[src/rtl/shift_add_mult_ctrl.sv]
`default_nettype none
// +----------------------------------------------------------------------------+
// | Module   : shift_add_mult_ctrl                                              |
// | Purpose  : Control unit for a sequential shift-and-add multiplier. Loads    |
// |            the operand registers, then runs WIDTH add/shift iterations,     |
// |            adding A into P whenever the current multiplier bit is set.      |
// | Revision : 1.0 - initial release                                            |
// +----------------------------------------------------------------------------+
module shift_add_mult_ctrl #(
  parameter  int WIDTH = 16,
  localparam int CNT_W = $clog2(WIDTH) + 1
) (
  input  logic             clk,
  input  logic             rst,
  input  logic             start,
  input  logic             lsb_in,
  output logic             ld_a,
  output logic             ld_b,
  output logic             clr_p,
  output logic             ld_p,
  output logic             shr_en_b,
  output logic             shr_en_p,
  output logic             busy,
  output logic             done,
  output logic [CNT_W-1:0] iter_cnt
);

  localparam logic [CNT_W-1:0] c_last_iter = CNT_W'(WIDTH - 1);
  localparam logic [CNT_W-1:0] c_cnt_one   = CNT_W'(1);

  typedef enum logic [2:0] {
    IDLE  = 3'd0,
    LOAD  = 3'd1,
    ADD   = 3'd2,
    SHIFT = 3'd3,
    DONE  = 3'd4
  } state_t;

  state_t           r_state;
  state_t           w_next_state;
  logic [CNT_W-1:0] r_iter_cnt;

  // State register; reset aborts any multiply in flight.
  always_ff @(posedge clk or posedge rst) begin
    if (rst) begin
      r_state <= IDLE;
    end else begin
      r_state <= w_next_state;
    end
  end

  // Iteration counter: cleared on load, bumped per shift, cleared again when leaving DONE
  // so that IDLE always presents an all-zero output vector.
  always_ff @(posedge clk or posedge rst) begin
    if (rst) begin
      r_iter_cnt <= '0;
    end else begin
      case (r_state)
        LOAD:    r_iter_cnt <= '0;
        SHIFT:   r_iter_cnt <= r_iter_cnt + c_cnt_one;
        DONE:    r_iter_cnt <= '0;
        default: r_iter_cnt <= r_iter_cnt;
      endcase
    end
  end

  // Next-state and state-decoded outputs; ld_p is the only output that looks at an input.
  always_comb begin
    w_next_state = r_state;
    ld_a         = 1'b0;
    ld_b         = 1'b0;
    clr_p        = 1'b0;
    ld_p         = 1'b0;
    shr_en_b     = 1'b0;
    shr_en_p     = 1'b0;
    busy         = 1'b0;
    done         = 1'b0;
    case (r_state)
      IDLE: begin
        if (start) begin
          w_next_state = LOAD;
        end
      end
      LOAD: begin
        ld_a         = 1'b1;
        ld_b         = 1'b1;
        clr_p        = 1'b1;
        busy         = 1'b1;
        w_next_state = ADD;
      end
      ADD: begin
        busy         = 1'b1;
        ld_p         = lsb_in;
        w_next_state = SHIFT;
      end
      SHIFT: begin
        busy         = 1'b1;
        shr_en_b     = 1'b1;
        shr_en_p     = 1'b1;
        w_next_state = (r_iter_cnt == c_last_iter) ? DONE : ADD;
      end
      DONE: begin
        busy         = 1'b1;
        done         = 1'b1;
        w_next_state = IDLE;
      end
      default: begin
        w_next_state = IDLE;
      end
    endcase
  end

  assign iter_cnt = r_iter_cnt;

endmodule
`default_nettype wire

[config.mk]
export PLATFORM = sky130hd
export DESIGN_NAME = shift_add_mult_ctrl
export DESIGN_NICKNAME = d
export VERILOG_FILES = /design/src/rtl/shift_add_mult_ctrl.sv
export SDC_FILE = /design/constraint.sdc
export NUM_CORES = 1
export LEC_CHECK = 0
export BUFFER_PORTS_ARGS = -buffer_cell sky130_fd_sc_hd__buf_4
export CAP_MARGIN = 20
export CORE_UTILIZATION = 35
export CTS_CLUSTER_SIZE = 12
export DETAILED_ROUTE_END_ITERATION = 16
export PLACE_DENSITY_LB_ADDON = 0.25
export RECOVER_POWER = 100
export SETUP_SLACK_MARGIN = 0.3
export SLEW_MARGIN = 20
export SYNTH_ARGS = -nofsm -noshare
export SYNTH_HDL_FRONTEND = slang
export SYNTH_SLANG_ARGS = --single-unit
[constraint.sdc]
create_clock -name clk -period 1.9 [get_ports clk]
set_input_delay 0.38 -clock clk [delete_from_list [all_inputs] [get_ports clk]]
set_output_delay 0.38 -clock clk [all_outputs]
set_load 0.02 [all_outputs]
; ---- Yosys cells after proc, flatten, opt, wreduce, memory -nomap -nowiden
; Index checks and enable logic that the tools add are counted.
[totals]
register_bits = 8
elab_cells = 22
[classes]
add_sub_neg = 1
eq_ne = 6
reduce_logical = 4
mux = 9
[op_table]
columns = op, count
row1 = one-hot mux 3 bit (4 select lines), 1
row2 = one-hot mux 5 bit (2 select lines), 1
row3 = equality test 3 x 2 -> 1 bit (second input constant), 2
row4 = 2-to-1 mux 3 bit, 2
row5 = adder 5 x 1 -> 5 bit (second input constant), 1
row6 = equality test 5 x 4 -> 1 bit (second input constant), 1
row7 = 2-to-1 mux 1 bit, 5
row8 = OR reduction 4 bit, 1
row9 = equality test 3 x 1 -> 1 bit (second input constant), 1
row10 = equality test 3 bit (second input constant), 1
row11 = logical NOT 3 bit, 1
row12 = inequality test 2 bit (second input constant), 1
row13 = nonzero test 2 bit, 1
row14 = OR reduction 2 bit, 1

; ---- Depth between registers and ports, before layout
; Gate-level depths: netlist of run 1.
[logic_depth]
word_depth = 3
ltp_mapped = 5

; ---- Worst setup path before layout of run 1
; No wires, ideal clock.
[synth_timing]
kind = register -> output
startpoint = register r_state[0]
endpoint = output ld_a
setup_slack_ns = 0.272
path_stages_with_launch = 4
arrival_time_ns = 1.248
n_path_buf = 1
required_ns = 1.520
path_cell_list = dfrtp_1 > or2b_1 > nor2_1 > buf_4
[synth_between]
elab_chain_cells = 2
[synth_rtl]
columns = item, line
row1 = from (decl), 39  ; state_t r_state;
row2 = from (signal assigned), 48  ; r_state <= w_next_state;
row3 = equality test 3 x 1 -> 1 bit, n/a
row4 = 2-to-1 mux 1 bit, n/a
row5 = to (decl), 17  ; output logic ld_a,
; Every way passes these cells.

; ---- Final worst setup path of run 1
[layout_timing]
startpoint = register r_state[2]
endpoint = output shr_en_p
[layout_between]
elab_chain_cells = 2
[layout_rtl]
columns = item, line
row1 = equality test 3 x 2 -> 1 bit, 78  ; case (r_state)
row2 = 2-to-1 mux 1 bit, 78
row3 = to (decl), 22  ; output logic shr_en_p,
; Every way passes these cells.

==> metrics, run 1 <==
Critical Path AT=1.32 ns; Critical Path End Type=output pin; worst setup path class=flop to output pin; H-tree Lvls=1; # port buffers=16; # IOs=17; most frequent cells in the layout=buf_4 (11), dfrtp_1 (7), clkbuf_1 (7), nand2_1 (5), clkbuf_4 (5); worst path required time=1.52 ns; clock-pin slew on the worst setup and hold paths=0.06 ns; final hold vios=0; TritonCTS Buffers=3; post-synthesis instance area=474.2 um^2; # Max-Cap Violations=0; post-route ant nets=0; maximum VDD drop=0.7294 mV; CP Cell Sequence=clkbuf_1, and3b_1, buf_6; first-pass GRT wire length=1531 um; min Tclk post-route=1.703 ns; final setup violation count=0; nets=80; TritonCTS clock tree=yes; Detailed Place HPWL=636.5 um; status=complete, no violations; initial core utilization=39.98%; commonest non-fill, non-tap cell in the layout=buf_4; Pleak=0.3109 nW; slew at the pin closest to its max-slew limit=0.4360 ns; Worst path slowest cell=dfrtp_1; Synth Net Count=56; Worst-Skew Late Latency=0.26 ns; DR iter-0 viols=9; hold crit path type=input port to async pin; DP Area=584.3 um^2; critical path peak fanout=6; Root Buffer=clkbuf_4; Finished Cell Area=660.6 um^2; Post-Syn Area per Cell=9.484 um^2; Synth cell types=24; routed via count=441; Remaining Overflow, GRT=0; First-pass DRT Iterations=4; crit start category=flop; Pins Over Slew Limit=0; pwr dens=1844 mW/mm^2; average routed wire per standard cell=12.42 um; Core ar.=0.001186 mm^2; fmax=0.5872 GHz; #FFs+latches synth=8; biggest area consumer among synthesized cells=dfrtp_1; routed wire length=1068 um; largest net degree at the start of global routing=13; # diodes=0; Cell Rows=12; unrepaired setup endpoints after global routing=yes; number of global-route vias before repair=359; CP max stage delay=0.41 ns; ranking of synthesized cells by area=dfrtp_1 (42%), a22o_1 (5.5%), ha_1 (5.3%), buf_4 (4.7%), nand2_1 (4.0%); antenna violations before repair=0; final worst path period share=89.64%; slew margin rel.=70.73%; setup_tns=0 ns; Post-Syn Instances=50; hold_buf cts=0; Layout area overhead=39.31%; die area=0.001506 mm^2; Synth top area share=42.22%; die width=38.81 um; layout cells sized above 1=34.72%; Die Y=38.81 um; Post-route DRC=0; vias per inst=5.128; post-synthesis sequential area ratio=42.22%; CTS max path bufs=2; routability-driven placement congestion ratio=0.7252; Warnings, synthesis=0; Clock Skew=0.004393 ns; gr usage total=16.47%; Sink Count=8
==> through the flow <==
stage | utilization (%) | setup slack (ns) | hold slack (ns) | power [mW] | cells
floorplan | - | 0.3862 | 0.1957 | 0.7907 | 50
global placement | 49.26 | 0.3823 | 0.3520 | 0.9826 | 75
detailed placement | 49.26 | 0.4040 | 0.3557 | 0.9842 | 75
CTS | 56.86 | 0.2655 | 0.07977 | 1.216 | 83
global route | 55.70 | 0.1371 | 0.08343 | 1.313 | 86
finish | 55.70 | 0.1969 | 0.06549 | 1.218 | 86
==> path summary, 6_finish.rpt <==
kind / startpoint / end / slack, ns / cells past startpoint
min in group clk: start / r_state[0] / 0.38 / 3
hold reg to reg: iter_cnt[2] / iter_cnt[2] / 0.53 / 1
setup / recovery: r_state[2] / shr_en_p / 0.20 / 3
setup reg to reg: iter_cnt[0] / iter_cnt[4] / 0.37 / 5
max in group asynchronous: rst / r_state[1] / 1.57 / 2
hold / removal: rst / iter_cnt[0] / 0.07 / 2
==> state kept, by name (all words and copies together) (netlist names) <==
name and cells:
iter_cnt 5, r_state 3
==> where the power goes <==
group / internal, mW / switching (mW) / leakage [nW]
combinational: 0.357 / 0.388 / 0.203
clock: 0.0727 / 0.0639 / 0.0138
sequential: 0.245 / 0.0912 / 0.0939
==> cells by family after synthesis <==
kind of cell               Yosys count  share of synthesized area, %
xor gates and xnor gates             2                         3.695
muxes                                1                         2.111
and+or+nand+nor                     21                         26.65
adders and majority gates            2                         5.276
AOI/OAI and AO/OA                    8                         11.35
buffers and inverters                8                         8.707
DFF                                  8                         42.22
==> timing repair <==
item / 4_1_cts / 5_1_grt
pin swaps: 2 / 1
buffers inserted: 5 / 3
hold endpoints to repair: 0 / 0
resized for setup: 7 / 4
endpoints found under the setup margin: 8 / 10
==> worst max-delay path: cells and delay by family (launching register included) <==
family                 cells  cell delay, ns
buffers and inverters      2            0.32
DFF                        1            0.41
and+or+nand+nor            1            0.33
==> cell usage after synthesis <==
cell      count
or3b_1        1
nand2b_1      1
o211ai_1      1
o21ai_0       3
and4b_2       1
and3_2        1
buf_4         3
inv_1         3
a21oi_1       1
a22o_1        3
mux2i_1       1
nand3_1       2
and3_1        1
clkbuf_1      2
or2b_1        1
and2_1        1
nor2_1        3
nand2_1       5
nor3_1        2
xnor2_1       2
and3b_2       1
dfrtp_1       8
and4bb_2      1
ha_1          2
==> layer usage <==
metal  track usage (%)  part of all wire [%]  vias to the layer above  routed length, um
li1                  -                     -                      218                  -
met1             17.31                    44                      207                467
met2             25.42                    47                       12                504
met3             3.468                   4.8                        4                 51
met4             18.10                   4.1                        0                 44
met5                 0                     0                        -                  0
==> cell type report <==
cell class,count,area (um^2)
clock buffers,3,22.52
fillers,119,525.5
inverters,3,11.26
multi-input cells,34,239.0
flip-flops and latches,8,201.4
well taps,14,17.52
repair buffers,24,168.9
Power figures use the tool's default switching activity.
==> inputs of run 2 (changes only) <==
Settings changed: CORE_AREA from default to 2 2 39 41, CORE_UTILIZATION 35 to default, DIE_AREA from default to 0 0 41 43.
Clock period 1.9 ns to 1.5 ns, I/O delays scaled along.
==> run 2 against run 1 <==
The flow now finishes with violations (negative hold slack, negative setup slack). Wire length rose by 19%. Critical path depth did not move. Via count rose by 7.7%.
==> metrics, run 2 (synthesis results as in run 1) <==
WP depth=3; slew at the pin closest to its max-slew limit=0.3234 ns; min Tclk post-route=1.540 ns; Sink Count=8; # diodes=0; TritonCTS clock tree=yes; TritonCTS Buffers=3; critical path peak fanout=5; Critical Path AT=1.24 ns; busiest grt layer=met2; worst path required time=1.20 ns; final hold slack=-0.004914 ns; First-pass DRT Iterations=1; Root Buffer=clkbuf_4; pwr dens=2347 mW/mm^2; failing checks=negative hold slack, negative setup slack; routability-driven placement congestion ratio=0.7537; cell family with most CP delay=simple AND/OR/NAND/NOR gates; Layout area overhead=77.57%; Pleak=0.3755 nW; vias per inst=4.847; clock-pin slew on the worst setup and hold paths=0.06 ns; pre-CTS WS=0.1214 ns; end point of the critical path=ld_a; setup_tns=-0.1574 ns; most frequent cells in the layout=buf_6 (14), buf_4 (12), clkbuf_1 (7); final worst path period share=102.7%; Pins Over Slew Limit=0; CP max stage delay=0.42 ns; Detailed Place HPWL=770 um; # Max-Cap Violations=0; Post-route DRC=0; gr usage total=18.12%; routed wire length=1268 um; hold_buf cts=0; reg2reg start=r_state[0]; number of global-route vias before repair=462; Worst path slowest cell=dfrtp_2; fmax=0.6494 GHz; initial core utilization=34.27%; Buf/Inv on CP=1; flip-flop count of the largest register after layout=5; first-pass GRT wire length=2104 um; largest net degree at the start of global routing=9; average routed wire per standard cell=12.94 um; hold crit path type=input port to async pin; Cell Rows=14; R2R depth=6; R2R Path End=iter_cnt[3]; grt met3 use=5.236%; commonest non-fill, non-tap cell in the layout=buf_6; layout cells sized above 1=60.98%; Fill cells=124; worst setup path class=flop to output pin; Finished Cell Area=842.1 um^2; Reg2Reg Setup Slack=0.07 ns; Die Y=43 um; Clock Skew=0.005426 ns; # IOs=17; CTS max path bufs=2; CP Cell Sequence=or2b_4, nor2_4, buf_6; setup slack after layout=-0.03984 ns; DP Area=674.4 um^2; H-tree Lvls=1; crit start category=flop; final hold vios=4; slew margin rel.=78.41%; unrepaired setup endpoints after global routing=yes; CP Launch Point=r_state[0]; DR iter-0 viols=0; post-route ant nets=0; antenna violations before repair=0; status=complete, but fails checks; nets=89; routed via count=475; Core ar.=0.001384 mm^2; die width=41 um; GR Util met1=23.76%; maximum VDD drop=1.059 mV; die area=0.001763 mm^2; Critical Path End Type=output pin; Worst-Skew Late Latency=0.26 ns; met2 GRT Util=26.56%; Remaining Overflow, GRT=0; final setup violation count=4; # port buffers=16
-- run 2: cell count changes in the layout (fill, tap and decap cells not counted), moves of 2 or more --
cell	change
buf_6	+10
o21ai_0	-3
dfrtp_1	-3
dfrtp_2	+3
and3_4	+2
o21ai_2	+3
-- run 2: area by class of cell --
cell class | instances | area, um^2 | share of cell area [%]
Clock buffer | 4 | 26.28 | 3.120
Inverter | 3 | 11.26 | 1.337
Multi-Input combinational cell | 34 | 301.5 | 35.81
Sequential cell | 8 | 205.2 | 24.37
Tap cell | 16 | 20.02 | 2.377
Timing Repair Buffer | 33 | 277.8 | 32.99
-- run 2: power breakdown --
group	internal (mW)	leakage, nW	switching, mW	total (mW)
Clock	0.102	0.0150	0.0795	0.182
Sequential	0.316	0.0906	0.109	0.426
Combinational	0.745	0.270	0.624	1.37
-- run 2: through the flow --
| stage | utilization, % | std cells | total power, mW | hold WS [ns] |
|---|---|---|---|---|
| floorplan | - | 50 | 1.092 | 0.1155 |
| global placement | 48.73 | 82 | 1.411 | 0.2892 |
| detailed placement | 48.73 | 82 | 1.418 | 0.2841 |
| CTS | 59.22 | 93 | 1.912 | 0.005733 |
| global route | 60.85 | 98 | 2.127 | 0.01420 |
| finish | 60.85 | 98 | 1.976 | -0.004914 |
-- run 2: worst min-delay path by stage --
| stage | from | end | slack (ns) | cells past startpoint |
|---|---|---|---|---|
| global placement | rst | r_state[1] | 0.29 | 2 |
| detailed placement | rst | r_state[1] | 0.28 | 2 |
| finish | rst | iter_cnt[4] | -0.005 | 2 |
| floorplan | rst | iter_cnt[2] | 0.12 | 1 |
| global route | rst | iter_cnt[2] | 0.01 | 2 |
| CTS | rst | iter_cnt[2] | 0.006 | 2 |
-- run 2: metal layers --
metal | part of all wire [%] | vias to the layer above
met4 | 0.63 | 0
met3 | 4.3 | 2
li1 | - | 236
met5 | 0 | -
met1 | 48 | 224
met2 | 47 | 13
-- run 2: repair_timing --
action | in CTS | in global routing
cloned | 0 | 0
pin swaps | 4 | 7
setup endpoints to repair | 13 | 18
buffers inserted | 7 | 5
gates resized for setup | 20 | 10
